==> src/rtl/uart_pkg.sv <==
// Shared types, constants and helpers for the UART receiver.
package uart_pkg;

    // Receiver FSM states
    typedef enum logic [2:0] {
        ST_IDLE,
        ST_START,
        ST_DATA,
        ST_PARITY,
        ST_STOP,
        ST_WRITE,
        ST_WAIT
    } uart_state_t;

    // Parity modes
    localparam logic [1:0] PARITY_NONE = 2'd0;
    localparam logic [1:0] PARITY_ODD  = 2'd1;
    localparam logic [1:0] PARITY_EVEN = 2'd2;

    // Clock cycles per bit on the line (integer division)
    function automatic logic [31:0] clks_per_bit(input logic [31:0] clock_frequency,
                                                 input logic [31:0] baud_rate);
        return clock_frequency / baud_rate;
    endfunction

endpackage

==> src/rtl/uart_sync_2ff.sv <==
// Two-flop synchroniser for a single asynchronous input bit.
module uart_sync_2ff #(
    parameter logic RESET_VALUE = 1'b1
) (
    input  logic clk,
    input  logic rst,
    input  logic d,
    output logic q
);

    logic [1:0] stage_reg;

    // Shift the raw input through two flops; both come out of reset at RESET_VALUE
    always_ff @(posedge clk) begin
        if (rst) begin
            stage_reg <= {2{RESET_VALUE}};
        end else begin
            stage_reg <= {stage_reg[0], d};
        end
    end

    assign q = stage_reg[1];

endmodule

==> src/rtl/uart_receiver.sv <==
// UART receiver: mid-bit sampling, configurable word width, parity and stop bits,
// with framing/parity/overrun reporting towards a downstream FIFO write port.
module uart_receiver
    import uart_pkg::*;
#(
    parameter logic [31:0] CLOCK_FREQUENCY = 32'd100_000_000,
    parameter logic [31:0] BAUD_RATE       = 32'd115200,
    parameter logic [31:0] WORD_WIDTH      = 32'd8,
    parameter logic [1:0]  PARITY          = 2'd0,
    parameter logic [31:0] STOP_BITS       = 32'd1
) (
    input  logic                  clk,
    input  logic                  rst,
    input  logic                  din,
    input  logic                  full,
    output logic [WORD_WIDTH-1:0] dout,
    output logic                  we,
    output logic                  parity_error,
    output logic                  frame_error,
    output logic                  overrun
);

    localparam logic [31:0] C  = clks_per_bit(CLOCK_FREQUENCY, BAUD_RATE);
    localparam logic [31:0] H  = C / 2;
    localparam int          CW = (C > 1) ? $clog2(C) : 1;

    localparam logic [CW-1:0] C_LAST    = CW'(C - 1);
    localparam logic [CW-1:0] H_LAST    = CW'(H - 1);
    localparam logic [3:0]    BIT_LAST  = 4'(WORD_WIDTH - 1);
    localparam logic [3:0]    STOP_LAST = 4'(STOP_BITS - 1);

    // Refuse to build with an unusable configuration
    if (BAUD_RATE == 0 || C < 4 || WORD_WIDTH < 5 || WORD_WIDTH > 9 ||
        PARITY > PARITY_EVEN || (STOP_BITS != 1 && STOP_BITS != 2)) begin : g_param_check
        $error("uart_receiver: illegal parameter combination");
    end

    logic ds;

    uart_sync_2ff #(
        .RESET_VALUE(1'b1)
    ) u_sync (
        .clk(clk),
        .rst(rst),
        .d  (din),
        .q  (ds)
    );

    uart_state_t           state_reg, state_next;
    logic [CW-1:0]         baud_cnt_reg, baud_cnt_next;
    logic [3:0]            bit_cnt_reg, bit_cnt_next;
    logic [WORD_WIDTH-1:0] shift_reg, shift_next;
    logic                  perr_reg, perr_next;
    logic                  ferr_reg, ferr_next;
    logic [WORD_WIDTH-1:0] dout_reg, dout_next;
    logic                  parity_error_reg, parity_error_next;
    logic                  frame_error_reg, frame_error_next;

    logic baud_tick;
    logic start_tick;

    assign baud_tick  = (baud_cnt_reg == C_LAST);
    assign start_tick = (baud_cnt_reg == H_LAST);

    // Next-state, datapath updates and the write/overrun strobes
    always_comb begin
        state_next        = state_reg;
        baud_cnt_next     = baud_cnt_reg;
        bit_cnt_next      = bit_cnt_reg;
        shift_next        = shift_reg;
        perr_next         = perr_reg;
        ferr_next         = ferr_reg;
        dout_next         = dout_reg;
        parity_error_next = parity_error_reg;
        frame_error_next  = frame_error_reg;
        we                = 1'b0;
        overrun           = 1'b0;

        case (state_reg)
            ST_IDLE: begin
                baud_cnt_next = '0;
                bit_cnt_next  = '0;
                perr_next     = 1'b0;
                ferr_next     = 1'b0;
                if (!ds) begin
                    state_next = ST_START;
                end
            end

            ST_START: begin
                if (start_tick) begin
                    baud_cnt_next = '0;
                    state_next    = ds ? ST_IDLE : ST_DATA;
                end else begin
                    baud_cnt_next = baud_cnt_reg + 1'b1;
                end
            end

            ST_DATA: begin
                if (baud_tick) begin
                    baud_cnt_next = '0;
                    shift_next    = {ds, shift_reg[WORD_WIDTH-1:1]};
                    if (bit_cnt_reg == BIT_LAST) begin
                        bit_cnt_next = '0;
                        state_next   = (PARITY != PARITY_NONE) ? ST_PARITY : ST_STOP;
                    end else begin
                        bit_cnt_next = bit_cnt_reg + 1'b1;
                    end
                end else begin
                    baud_cnt_next = baud_cnt_reg + 1'b1;
                end
            end

            ST_PARITY: begin
                if (baud_tick) begin
                    baud_cnt_next = '0;
                    perr_next     = (PARITY == PARITY_ODD) ? ~(^shift_reg ^ ds)
                                                           :  (^shift_reg ^ ds);
                    state_next    = ST_STOP;
                end else begin
                    baud_cnt_next = baud_cnt_reg + 1'b1;
                end
            end

            ST_STOP: begin
                if (baud_tick) begin
                    baud_cnt_next = '0;
                    if (!ds) begin
                        ferr_next = 1'b1;
                    end
                    if (bit_cnt_reg == STOP_LAST) begin
                        bit_cnt_next      = '0;
                        state_next        = ST_WRITE;
                        dout_next         = shift_reg;
                        parity_error_next = perr_reg;
                        frame_error_next  = ferr_reg | ~ds;
                    end else begin
                        bit_cnt_next = bit_cnt_reg + 1'b1;
                    end
                end else begin
                    baud_cnt_next = baud_cnt_reg + 1'b1;
                end
            end

            ST_WRITE: begin
                // A reset landing in this cycle cancels the write
                we         = ~full & ~rst;
                overrun    =  full & ~rst;
                state_next = ST_WAIT;
            end

            ST_WAIT: begin
                // Stay here while the line is low so a break never looks like a start bit
                if (ds) begin
                    state_next = ST_IDLE;
                end
            end

            default: begin
                state_next = ST_WAIT;
            end
        endcase
    end

    // State and datapath registers; reset parks the FSM in WAIT
    always_ff @(posedge clk) begin
        if (rst) begin
            state_reg        <= ST_WAIT;
            baud_cnt_reg     <= '0;
            bit_cnt_reg      <= '0;
            shift_reg        <= '0;
            perr_reg         <= 1'b0;
            ferr_reg         <= 1'b0;
            dout_reg         <= '0;
            parity_error_reg <= 1'b0;
            frame_error_reg  <= 1'b0;
        end else begin
            state_reg        <= state_next;
            baud_cnt_reg     <= baud_cnt_next;
            bit_cnt_reg      <= bit_cnt_next;
            shift_reg        <= shift_next;
            perr_reg         <= perr_next;
            ferr_reg         <= ferr_next;
            dout_reg         <= dout_next;
            parity_error_reg <= parity_error_next;
            frame_error_reg  <= frame_error_next;
        end
    end

    assign dout         = dout_reg;
    assign parity_error = parity_error_reg;
    assign frame_error  = frame_error_reg;

endmodule

==> config.mk <==
export PLATFORM = sky130hd
export DESIGN_NAME = uart_receiver
export DESIGN_NICKNAME = d
export VERILOG_FILES = /design/src/rtl/uart_pkg.sv /design/src/rtl/uart_sync_2ff.sv /design/src/rtl/uart_receiver.sv
export SDC_FILE = /design/constraint.sdc
export NUM_CORES = 1
export LEC_CHECK = 0
export CORE_UTILIZATION = 52
export CTS_CLUSTER_SIZE = 20
export DETAILED_ROUTE_END_ITERATION = 10
export PLACE_DENSITY = 0.73
export SKIP_LAST_GASP = 1
export SYNTH_ARGS = -nofsm -noshare
export SYNTH_HDL_FRONTEND = slang
export SYNTH_HIERARCHICAL = 1
export SYNTH_SLANG_ARGS = --single-unit
==> constraint.sdc <==
create_clock -name clk -period 1.8 [get_ports clk]
set_input_delay 0.18 -clock clk [delete_from_list [all_inputs] [get_ports clk]]
set_output_delay 0.18 -clock clk [all_outputs]
set_load 0.01 [all_outputs]
==> metrics.md, run 1 <==
| Metric | Value |
|---|---|
| Dpl hpwl | 2860 um |
| DP Cell Count | 291 |
| Fillers | 308 |
| Top post-synthesis cells by area | dfxtp_1 39%, mux2i_1 5.5%, nor2_1 4.7% |
| R2R depth | 8 |
| Reg-to-Reg End | state_reg[0] |
| Synth Warn # | 6 |
| Clk_lat worst skew | 290 ps |
| Worst endpoint required time | 1980 ps |
| Multi-input logic area | 1150 um^2 |
| Syn nets | 232 |
| Critical path arrival | roughly 2000 ps |
| Via count | 1650 |
| Period utilization | 98.1% |
| Ant diodes | 0 |
| Std-Cell Rows | 22 |
| Reg2reg setup slack | 30 ps |
| # DRC | 0 |
| Unrepaired setup endpoints after global routing | true |
| Drt total wl | 4180 um |
| Vias in the first global route | 1487 |
| FF+latch count, synth | 39 |
| Worst hold margin | 409 ps |
| Achievable Freq | around 0.57 GHz |
| Outcome | complete, no violations |
| Top cell type's share of synthesized area | 38.9% |
| Largest net degree at the start of global routing | 20 |
| Syn avg cell area | 8.95 um^2 |
| Synth async-reset ratio | 0% |
| Clock root cell | clkbuf_8 |
| Clk_skew | between 6 and 7 ps |
| Worst VDD drop | 0.532 mV |
| Clock Pin Slew Worst Setup and Hold Paths | approximately 80 ps |
| Worst r2r src | baud_cnt_reg[0] |
| Antenna-violating nets left | 0 |
| CP Cell Sequence | ha_4, and4bb_2, nand3_4, buf_12, a21oi_4, buf_4, mux2i_1, nor2_1 |
| Die W | 64.1 um |
| Hold WC Path Type | register to register |
| Core area | 3690 um^2 |
| PwrDens | 821 nW/um^2 |
| Final setup vio count | 0 |
| Post-CTS Hold Fix Bufs | 0 |
| Final Slew Violations | 0 |
| Worst-path fanout max | 6 |
| Placed instance area | 2290 um^2 |
| Area grow syn2layout | 23.4% |
| Share of cells above drive strength 1 | between 20 and 25% |
| Area leader, netlist | dfxtp_1 |
| Hold endpoint | u_sync/stage_reg[1] |
| Worst Hold Path Cells | 1 |
| GRT Residual Overflow | 0 |
| Layout net count | 262 |
| Min Tclk post-route | 1770 ps |
| Hold_sp | u_sync/stage_reg[0] |
| Critical path's slowest cell | dfxtp_4 |
| Ys flop type | dfxtp_1 |
| Number of flip-flops in the largest register | 10 |
| Post-route cell area | 2470 um^2 |
| Max H-tree Level | 2 |
| Sink Count | 39 |
| First-pass GRT wire length | approximately 7000 um |
| Post-synth EDFFs | 0 |
| Reg area | 790 um^2 |
| Synthesized area | 2010 um^2 |
| Pwr Total | 2.03 mW |
| Crit. End Element | register |
| Actual slew at the worst max-slew pin | roughly 340 ps |
| Die height | 64.1 um |
| Beginning of the critical path | baud_cnt_reg[0] |
| Routed vias/inst | 5.45 |
| Cell variety after synth | 55 |
| I/O Pins | 16 |
| GP Congestion | 0.842 |
| Pleak | about 0.89 nW |
| WS Path Type | register to register |
| Clock buffer depth | 2 |
| WL/cell | between 10 and 15 um |
| Crit path launch type | register |
| Total GRT Usage | a little over a fifth |
| Max-slew headroom | 77.5% |
| Post-Synthesis Cells | 224 |
| Most frequent cell after synthesis | dfxtp_1 |
| Total Die Area | 4110 um^2 |
| CP max stage delay | 380 ps |
| Initial antenna violation count | 0 |
| Initial DRC count | between 150 and 200 |
| Initial Utilization | 54.4% |
| CTS Buf Count | 5 |
| Final Non-Filler Cells | 303 |
| DR pass1 iterations | 4 |
| IO Port Bufs | 15 |
| Synth cell count leaders | 39 x dfxtp_1, 25 x nor2_1, 21 x nand2_1, 12 x nand3_1 |
| Fin. Hold Viols | 0 |
| Sequential area share after synthesis | 38.9% |
| Number of max-cap violations | 0 |
| CTS tree | done |
-- where the power goes --
group / internal (mW) / total (mW) / leakage (nW) / switching, mW
sequential: 0.902 / 0.957 / 0.317 / 0.0548
combinational: 0.244 / 0.504 / 0.534 / 0.259
clock: 0.271 / 0.570 / 0.0412 / 0.299
total: 1.42 / 2.03 / 0.892 / 0.614
-- area by class of cell --
cell class,count,area share [%]
flip-flops and latches,39,31.9
inverters,7,1.06
multi-input cells,163,46.5
clock buffers,6,2.93
well taps,48,2.43
repair buffers,38,14.7
clock inverters,2,0.506
-- worst max path at each step --
stage	slack [ps]	depth (start not counted)	endpoint
final	30	8	state_reg[0]
after global routing	-40	7	dout[7]
after CTS	8	8	baud_cnt_reg[0]
after detailed placement	-10	6	baud_cnt_reg[2]
after global placement	30	7	dout[5]
after floorplan	90	7	dout[0]
-- metal layers --
layer	GRT usage [%]	part of all wire [%]
met3	4.82	3.5
met4	7.78	1.2
met2	32.7	44
met1	29.8	51
met5	0	0
-- timing repair --
item,CTS,global route
setup buffers,2,1
gates cloned,0,1
pin swaps,1,9
resized for setup,4,11
endpoints found under the setup margin,10,24
-- layout by cell type (no fill, tap or decap), drive strengths merged, types with 5 or more instances in the layout --
cell type      count
clkdlybuf4s50     13
buf               22
a21oi             12
inv                7
nor2              25
xnor2              8
clkbuf             7
nand2             21
mux2i             11
xor2               6
a31oi              5
nand3             13
dfxtp             39
nor3               6
-- cells by family after synthesis --
group | after synthesis | synth area share (%)
and+or+nand+nor | 95 | 27.5
DFF | 39 | 38.9
AOI/OAI and AO/OA | 38 | 13.6
buffers and inverters | 22 | 5.30
xor gates and xnor gates | 14 | 6.11
muxes | 12 | 6.05
adders and majority gates | 4 | 2.50
-- per-stage QoR --
stage               util [%]  worst slack, ps  TNS (ps)
floorplan                  -             92.5         0
detailed placement      62.1            -14.1     -28.0
global route            67.1            -42.6      -385
finish                  67.1             33.8         0
CTS                     64.8             8.48         0
global placement        62.1             31.0         0
-- worst max-delay path: cells and delay by family, from the launching register on --
kind	cells	cell delay, ps
AND/OR/NAND/NOR	3	480
AO/OA/AOI/OAI	1	190
flip-flops	1	380
adder cells (fa/ha/maj)	1	130
multiplexers	1	180
buffers and inverters	2	310
Note: power is estimated with default switching activity, not from simulation.
==> inputs of run 2 (changes only) <==
--- a/config.mk
+++ b/config.mk
@@ -5,6 +5,7 @@
 export SDC_FILE = /design/constraint.sdc
 export NUM_CORES = 1
 export LEC_CHECK = 0
+export CAP_MARGIN = 20
 export CORE_UTILIZATION = 52
 export CTS_CLUSTER_SIZE = 20
 export DETAILED_ROUTE_END_ITERATION = 10
==> results of run 2 <==
Final layout, timing and power as in run 1 (identical DEF).
